File: src/rtl/serial_alu.sv
// Bit-serial ALU: one 1-bit slice reused over WIDTH cycles, LSB first, valid/ready on both sides.
// Optional SERIAL_ALU_LOGIC_BYPASS_EN: AND/OR resolved in parallel at accept, skipping the serial pass.
module serial_alu #(
  parameter int WIDTH = 32
) (
  input  logic             clk,
  input  logic             rst,
  input  logic             req_valid,
  output logic             req_ready,
  input  logic [WIDTH-1:0] src1,
  input  logic [WIDTH-1:0] src2,
  input  logic [3:0]       ALU_control,
  output logic             rsp_valid,
  input  logic             rsp_ready,
  output logic [WIDTH-1:0] result,
  output logic             zero,
  output logic             cout,
  output logic             overflow
);

  localparam int CW = $clog2(WIDTH);

  typedef enum logic [1:0] {IDLE, SHIFT, FIX, DONE} state_t;

  state_t           state_q;
  logic [WIDTH-1:0] aSh_q, bSh_q, resSh_q, result_q;
  logic             ainv_q, binv_q, carry_q, msbSum_q, ovfInt_q;
  logic [1:0]       op_q;
  logic [CW-1:0]    cnt_q;
  logic             reqReady_q, rspValid_q, zero_q, cout_q, ovf_q;

  logic             aBit, bBit, sumBit, sliceBit, carry_d, lastBit;
  logic [WIDTH-1:0] resSh_d;

  // The single ALU slice operating on the current LSB of the operand shifters
  always_comb begin
    aBit    = aSh_q[0] ^ ainv_q;
    bBit    = bSh_q[0] ^ binv_q;
    sumBit  = aBit ^ bBit ^ carry_q;
    carry_d = (aBit & bBit) | (aBit & carry_q) | (bBit & carry_q);
    case (op_q)
      2'b00:   sliceBit = aBit & bBit;
      2'b01:   sliceBit = aBit | bBit;
      2'b10:   sliceBit = sumBit;
      default: sliceBit = 1'b0;
    endcase
    resSh_d = {sliceBit, resSh_q[WIDTH-1:1]};
    lastBit = (cnt_q == CW'(WIDTH - 1));
  end

`ifdef SERIAL_ALU_LOGIC_BYPASS_EN
  logic [WIDTH-1:0] bypA, bypB, bypRes;
  always_comb begin
    bypA   = src1 ^ {WIDTH{ALU_control[3]}};
    bypB   = src2 ^ {WIDTH{ALU_control[2]}};
    bypRes = ALU_control[0] ? (bypA | bypB) : (bypA & bypB);
  end
`endif

  always_ff @(posedge clk) begin
    if (rst) begin
      state_q    <= IDLE;
      reqReady_q <= 1'b1;
      rspValid_q <= 1'b0;
      result_q   <= '0;
      zero_q     <= 1'b0;
      cout_q     <= 1'b0;
      ovf_q      <= 1'b0;
      carry_q    <= 1'b0;
      cnt_q      <= '0;
      aSh_q      <= '0;
      bSh_q      <= '0;
      resSh_q    <= '0;
      ainv_q     <= 1'b0;
      binv_q     <= 1'b0;
      op_q       <= 2'b00;
      msbSum_q   <= 1'b0;
      ovfInt_q   <= 1'b0;
    end else begin
      case (state_q)
        IDLE: begin
          if (req_valid && reqReady_q) begin
            reqReady_q <= 1'b0;
`ifdef SERIAL_ALU_LOGIC_BYPASS_EN
            if (!ALU_control[1]) begin
              result_q   <= bypRes;
              zero_q     <= (bypRes == '0);
              cout_q     <= 1'b0;
              ovf_q      <= 1'b0;
              rspValid_q <= 1'b1;
              state_q    <= DONE;
            end else begin
`else
            begin
`endif
              aSh_q   <= src1;
              bSh_q   <= src2;
              resSh_q <= '0;
              ainv_q  <= ALU_control[3];
              binv_q  <= ALU_control[2];
              op_q    <= ALU_control[1:0];
              carry_q <= ALU_control[2];
              cnt_q   <= '0;
              state_q <= SHIFT;
            end
          end
        end
        SHIFT: begin
          aSh_q   <= aSh_q >> 1;
          bSh_q   <= bSh_q >> 1;
          carry_q <= carry_d;
          resSh_q <= resSh_d;
          if (!lastBit) begin
            cnt_q <= cnt_q + 1'b1;
          end else begin
            cout_q   <= op_q[1] ? carry_d : 1'b0;
            ovf_q    <= (op_q == 2'b10) ? (carry_q ^ carry_d) : 1'b0;
            ovfInt_q <= carry_q ^ carry_d;
            msbSum_q <= sumBit;
            if (op_q == 2'b11) begin
              state_q <= FIX;
            end else begin
              result_q   <= resSh_d;
              zero_q     <= (resSh_d == '0);
              rspValid_q <= 1'b1;
              state_q    <= DONE;
            end
          end
        end
        FIX: begin
          // Signed less-than: sign of the difference corrected by overflow
          result_q   <= {{(WIDTH-1){1'b0}}, msbSum_q ^ ovfInt_q};
          zero_q     <= ~(msbSum_q ^ ovfInt_q);
          rspValid_q <= 1'b1;
          state_q    <= DONE;
        end
        DONE: begin
          if (rsp_ready) begin
            rspValid_q <= 1'b0;
            reqReady_q <= 1'b1;
            state_q    <= IDLE;
          end
        end
        default: state_q <= IDLE;
      endcase
    end
  end

  assign req_ready = reqReady_q;
  assign rsp_valid = rspValid_q;
  assign result    = result_q;
  assign zero      = zero_q;
  assign cout      = cout_q;
  assign overflow  = ovf_q;

endmodule

File: config.mk
export PLATFORM = sky130hd
export DESIGN_NAME = serial_alu
export DESIGN_NICKNAME = d
export VERILOG_FILES = /design/src/rtl/serial_alu.sv
export SDC_FILE = /design/constraint.sdc
export NUM_CORES = 1
export LEC_CHECK = 0
export CORE_UTILIZATION = 35
export CTS_CLUSTER_SIZE = 28
export DETAILED_ROUTE_END_ITERATION = 10
export HOLD_SLACK_MARGIN = 0.1
export SYNTH_ARGS = -nofsm -noshare
export SYNTH_HDL_FRONTEND = slang
export SYNTH_SLANG_ARGS = --single-unit
File: constraint.sdc
create_clock -name clk -period 3.05 [get_ports clk]
set_input_delay 0.61 -clock clk [delete_from_list [all_inputs] [get_ports clk]]
set_output_delay 0.61 -clock clk [all_outputs]
set_load 0.03 [all_outputs]
==> results.json, run 1 <==
{
  "status": "complete, no violations",
  "async_reset_ff_share_pct": 0,
  "via_per_inst": 5.07,
  "synth-edff-count": 0,
  "fin_setup_tns_ns": 0,
  "grt.total_usage_pct": 16.2,
  "slew_headroom_pct": 28.7,
  "clk_latency_ns": 0.42,
  "dp_hpwl_mm": 9.06,
  "drc_errors": 0,
  "post-route-cell-area_um2": 7850,
  "finClkSkew_ns": 0.00772,
  "row_count": 47,
  "ir_worst_vdd_uv": 444,
  "grt-ovfl-total": 0,
  "cts_max_level": 4,
  "netlist_instances": 629,
  "cts_tree": "yes",
  "die_h_um": 133,
  "yosysTopAreaCellShare_pct": 48.8,
  "cts_buffers": 17,
  "finalSetupViolCount": 0,
  "synth_seq_cells": 146,
  "arrival_ns": 2.73,
  "yosys.area.top_type": "dfxtp_1",
  "drtPass1Iterations": 4,
  "worst-path-max-fanout": 19,
  "ant_nets": 0,
  "maxCapViolCount": 0,
  "total_power_mw": 6.79,
  "numPortBuffers": 108,
  "setup.worst_path.class": "reg2reg",
  "syn_avg_cell_area_um2": 9.52,
  "grt_setup_unrepaired": "no",
  "synthToLayoutAreaGrowth_pct": 31.1,
  "synth_commonest_cells": "146 x dfxtp_1, 132 x nor2_1, 65 x a211oi_1",
  "synthFlopType": "dfxtp_1",
  "drt_wl_total_mm": 13.9,
  "detail_route.wl_per_cell_um": 14.6,
  "hold_buffers": 0,
  "synth_area_leaders": "dfxtp_1 49%, mux2i_1 11%, nor2_1 8.3%",
  "first_iter_violations": 252,
  "fin_crit_sh_pct": 78.2,
  "cts.sinks": 146,
  "cts_buffer_depth": 2,
  "start_util_pct": 36.0,
  "ios": 109,
  "slew_viol_final": 0,
  "grt_pass1_vias": 4566,
  "clk_pin_slew_ns": 0.06,
  "tightest_slew_ns": 1.07,
  "n_fill_cell": 1540,
  "finalCriticalPeriod_ns": 2.38,
  "yosysSeqAreaShare_pct": 48.8,
  "insertedDiodeCount": 0,
  "worstSetupStartpointType": "flip-flop",
  "post_cts_resized": 0,
  "ys_types": 39,
  "p_per_area_nw_per_um2": 865,
  "core_um2": 16600,
  "final_hold_viol_count": 0,
  "ctsRootBufferMaster": "clkbuf_16",
  "finalNetCount": 797,
  "die_w_um": 133,
  "grt_pass1_wl_mm": 22.9,
  "vias": 4805,
  "antenna_found_initial": 0,
  "place_area_um2": 7250,
  "netlist_area_um2": 5990,
  "power.leakage_nw": 2.77,
  "grt_max_degree": 65,
  "post_cts_buffers": 0,
  "synth_nets": 711,
  "gp_congestion": 0.799,
  "end_kind": "flip-flop",
  "fmax_mhz": 419,
  "synth_warnings": 0,
  "hold_path_class": "reg2reg",
  "synth.most_common_cell": "dfxtp_1",
  "die_area_um2": 17600,
  "critPathRequiredTime_ns": 3.40,
  "drive_gt1_share_pct": 7.02
}
power by group:
group	internal [mW]	total (mW)	switching (mW)	leakage (nW)
Clock	1.32	2.10	0.780	0.282
Combinational	0.898	2.10	1.21	1.30
Sequential	2.34	2.58	0.244	1.19
layout by cell type, fill, tap and decap left out, types with 3 or more instances in the layout:
master             n
nand2_1           18
a22oi_1           62
inv_1              9
mux2i_1           64
buf_12             3
clkbuf_1           3
clkdlybuf4s50_1  107
buf_4              8
nand3_1            4
bufinv_16          3
and3_1             3
dfxtp_1          146
a21oi_1           17
xor2_1             3
clkinvlp_4         3
nor2_1           131
ha_1               8
nor4_1             4
a211oi_1          65
xnor2_1            3
clkbuf_16         17
o21ai_0            7
nor4_2             4
state kept, by name, summed over array words and instances (netlist names):
signal / count
aSh_q: 32
msbSum_q: 1
overflow: 1
carry_q: 1
zero: 1
ainv_q: 1
req_ready: 1
result: 32
ovfInt_q: 1
binv_q: 1
cout: 1
rsp_valid: 1
op_q: 2
resSh_q: 31
state_q: 2
cnt_q: 5
bSh_q: 32
cells by family after synthesis:
family / share of synthesized area, %
muxes: 10.7
buffers and inverters: 4.39
DFF: 48.8
AOI/OAI and AO/OA: 20.1
xor gates and xnor gates: 0.878
adders and majority gates: 2.21
and+or+nand+nor: 12.9
critical path, cell delays in order (launching register included):
cell,delay (ns)
dfxtp_1,0.33
ha_1,0.22
and3_1,0.19
ha_1,0.22
and2_1,0.28
a22oi_4,0.51
buf_4,0.34
nand2_1,0.07
a21oi_1,0.13
per-layer routing:
| metal | part of all wire (%) | GRT usage [%] |
|---|---|---|
| met5 | 0 | 0 |
| met4 | 1.5 | 6.90 |
| met3 | 3.9 | 3.95 |
| met2 | 46 | 24.6 |
| met1 | 49 | 21.7 |
cell type report:
cell class	count	area, um^2	area share [%]
clock inverter	9	131	1.67
sequential	146	2920	37.2
clock buffer	22	464	5.91
timing repair buffer	118	1190	15.2
multi-input combinational	423	2830	36.1
tap	220	275	3.51
inverter	9	33.8	0.430
metrics by stage:
stage	setup WS, ns	cells	hold slack (ns)	utilization, %
2_1_floorplan	1.07	629	0.448	-
5_1_grt	0.503	947	0.484	47.2
6_report	0.665	947	0.454	47.2
4_1_cts	0.693	947	0.454	47.2
3_3_place_gp	0.624	916	0.445	43.6
3_5_place_dp	0.494	916	0.446	43.6
worst paths after layout:
path / depth (start not counted) / slack [ns] / endpoint / start
max: 8 / 0.67 / result[0]$_SDFFE_PP0P_ / cnt_q[0]$_SDFFE_PP0P_
min: 2 / 0.45 / result[0]$_SDFFE_PP0P_ / result[0]$_SDFFE_PP0P_
max reg2reg: 8 / 0.67 / result[0]$_SDFFE_PP0P_ / cnt_q[0]$_SDFFE_PP0P_
min reg2reg: 2 / 0.45 / result[0]$_SDFFE_PP0P_ / result[0]$_SDFFE_PP0P_
Power figures use the tool's default switching activity.
==> run 2: changes to the inputs <==
==> constraint.sdc (replaced) <==
create_clock -name clk -period 2.4 [get_ports clk]
set_input_delay 0.48 -clock clk [delete_from_list [all_inputs] [get_ports clk]]
set_output_delay 0.48 -clock clk [all_outputs]
set_load 0.03 [all_outputs]
==> run 2 against run 1 <==
Compared with the run above: non-clock buffer count grew 8; first-iteration DRC count shrank 3.2%; clock skew grew 0.0044 ns; clock-buffer cell count shrank 2; cell count grew 0.95%; clock power grew 21%; sequential power grew 27%; utilization grew 0.68 points; final area grew 1.4%; largest cell class unchanged; combinational power grew 37%; sequential share of layout area shrank 0.53 points; setup slack lost 0.38 ns.
==> results.json, run 2 (synthesis results as in run 1) <==
{
  "status": "complete, no violations",
  "critPathRequiredTime_ns": 2.74,
  "clk_pin_slew_ns": 0.06,
  "use_met2_pct": 26.6,
  "numPortBuffers": 108,
  "drc_errors": 0,
  "grt_max_degree": 65,
  "n_fill_cell": 1533,
  "end_kind": "flip-flop",
  "worstSetupStartpointType": "flip-flop",
  "via_per_inst": 5.11,
  "fin_setup_tns_ns": 0,
  "grt_pass1_wl_mm": 23.8,
  "final_util_pct": 47.8,
  "layoutNonFillerInstCount": 956,
  "ios": 109,
  "clk_latency_ns": 0.42,
  "final_hold_viol_count": 0,
  "power.leakage_nw": 2.84,
  "met1_usage_pct": 21.4,
  "drt_wl_total_mm": 14.1,
  "grt_setup_unrepaired": "no",
  "drtPass1Iterations": 6,
  "ir_worst_vdd_uv": 612,
  "die_h_um": 133,
  "detail_route.wl_per_cell_um": 14.8,
  "cts_tree": "yes",
  "cts_buffers": 17,
  "post_cts_resized": 0,
  "crit_path_start": "aSh_q[0]$_SDFFE_PP0P_",
  "post_cts_buffers": 0,
  "grt_busiest_layer": "met2",
  "finalCriticalPeriod_ns": 2.11,
  "use_met3_pct": 4.79,
  "finClkSkew_ns": 0.0121,
  "maxCapViolCount": 0,
  "grt.total_usage_pct": 16.7,
  "first_iter_violations": 244,
  "slew_headroom_pct": 60.5,
  "tightest_slew_ns": 0.590,
  "grt-ovfl-total": 0,
  "slew_viol_final": 0,
  "r2r_start": "aSh_q[0]$_SDFFE_PP0P_",
  "core_um2": 16600,
  "final_cell_mix": "146 x dfxtp_1, 131 x nor2_1, 107 x clkdlybuf4s50_1, 65 x a211oi_1, 64 x mux2i_1",
  "cts.sinks": 146,
  "die_w_um": 133,
  "final_common_cell": "dfxtp_1",
  "finalNetCount": 805,
  "ant_nets": 0,
  "gp_congestion": 0.727,
  "fin_crit_sh_pct": 88.0,
  "worst-path-max-fanout": 3,
  "insertedDiodeCount": 0,
  "p_per_area_nw_per_um2": 1090,
  "finalWorstSetupSlack_ns": 0.289,
  "setup.worst_path.class": "reg2reg",
  "vias": 4887,
  "ctsRootBufferMaster": "clkbuf_16",
  "cts_buffer_depth": 2,
  "die_area_um2": 17600,
  "min_from": "cout$_SDFFE_PP0P_",
  "arrival_ns": 2.45,
  "dp_hpwl_mm": 9.52,
  "place_ws_ns": 0.287,
  "hold_buffers": 0,
  "hold_path_class": "reg2reg",
  "row_count": 47,
  "start_util_pct": 36.0,
  "finalSetupViolCount": 0,
  "drive_gt1_share_pct": 8.56,
  "fmax_mhz": 474,
  "grt_pass1_vias": 4782,
  "antenna_found_initial": 0,
  "placedCellCount": 924,
  "cts_max_level": 4,
  "synthToLayoutAreaGrowth_pct": 33.0
}
[run 2: cell count changes in the layout (fill, tap and decap cells not counted)]
cell,delta
buf_12,+6
clkinv_2,+3
clkbuf_8,+1
clkinvlp_4,-2
clkinv_4,+2
clkbuf_1,-3
bufinv_16,-2
buf_4,+2
inv_6,+2
[run 2: layout make-up]
type,count,area (um^2),share of cell area [%]
multi-input cells,423,2830,35.6
clock inverters,12,106,1.34
flip-flops and latches,146,2920,36.7
clock buffers,20,467,5.86
repair buffers,126,1330,16.7
well taps,220,275,3.46
inverters,9,33.8,0.424
[run 2: final timing paths]
kind | end | slack, ns | cells after the start
setup / recovery | zero$_SDFFE_PP0P_ | 0.29 | 7
hold / removal | cout$_SDFFE_PP0P_ | 0.45 | 2
setup reg to reg | zero$_SDFFE_PP0P_ | 0.29 | 7
hold reg to reg | cout$_SDFFE_PP0P_ | 0.45 | 2
[run 2: layer usage]
metal / wire length (um) / vias to the layer above
li1: - / 2464
met1: 6610 / 2309
met2: 6670 / 96
met3: 609 / 18
met4: 251 / 0
met5: 0 / -
[run 2: stage by stage]
| stage | power, mW | instance area [um^2] | hold WS, ns |
|---|---|---|---|
| 2_1_floorplan | 5.36 | 5990 | 0.448 |
| 3_3_place_gp | 6.08 | 7390 | 0.445 |
| 3_5_place_dp | 6.20 | 7390 | 0.448 |
| 4_1_cts | 8.76 | 7960 | 0.457 |
| 5_1_grt | 9.24 | 7960 | 0.502 |
| 6_report | 8.70 | 7960 | 0.453 |
[run 2: power breakdown]
part	internal [mW]	switching, mW
combinational	1.28	1.59
clock	1.51	1.04
sequential	2.97	0.308
[run 2: worst max-delay path: stages (launching register included)]
cell and delay (ns):
dfxtp_1 0.32, xnor2_1 0.20, inv_1 0.11, fa_1 0.50, nand2_1 0.09, nor2_1 0.05
or4_1 0.53, a221oi_2 0.24
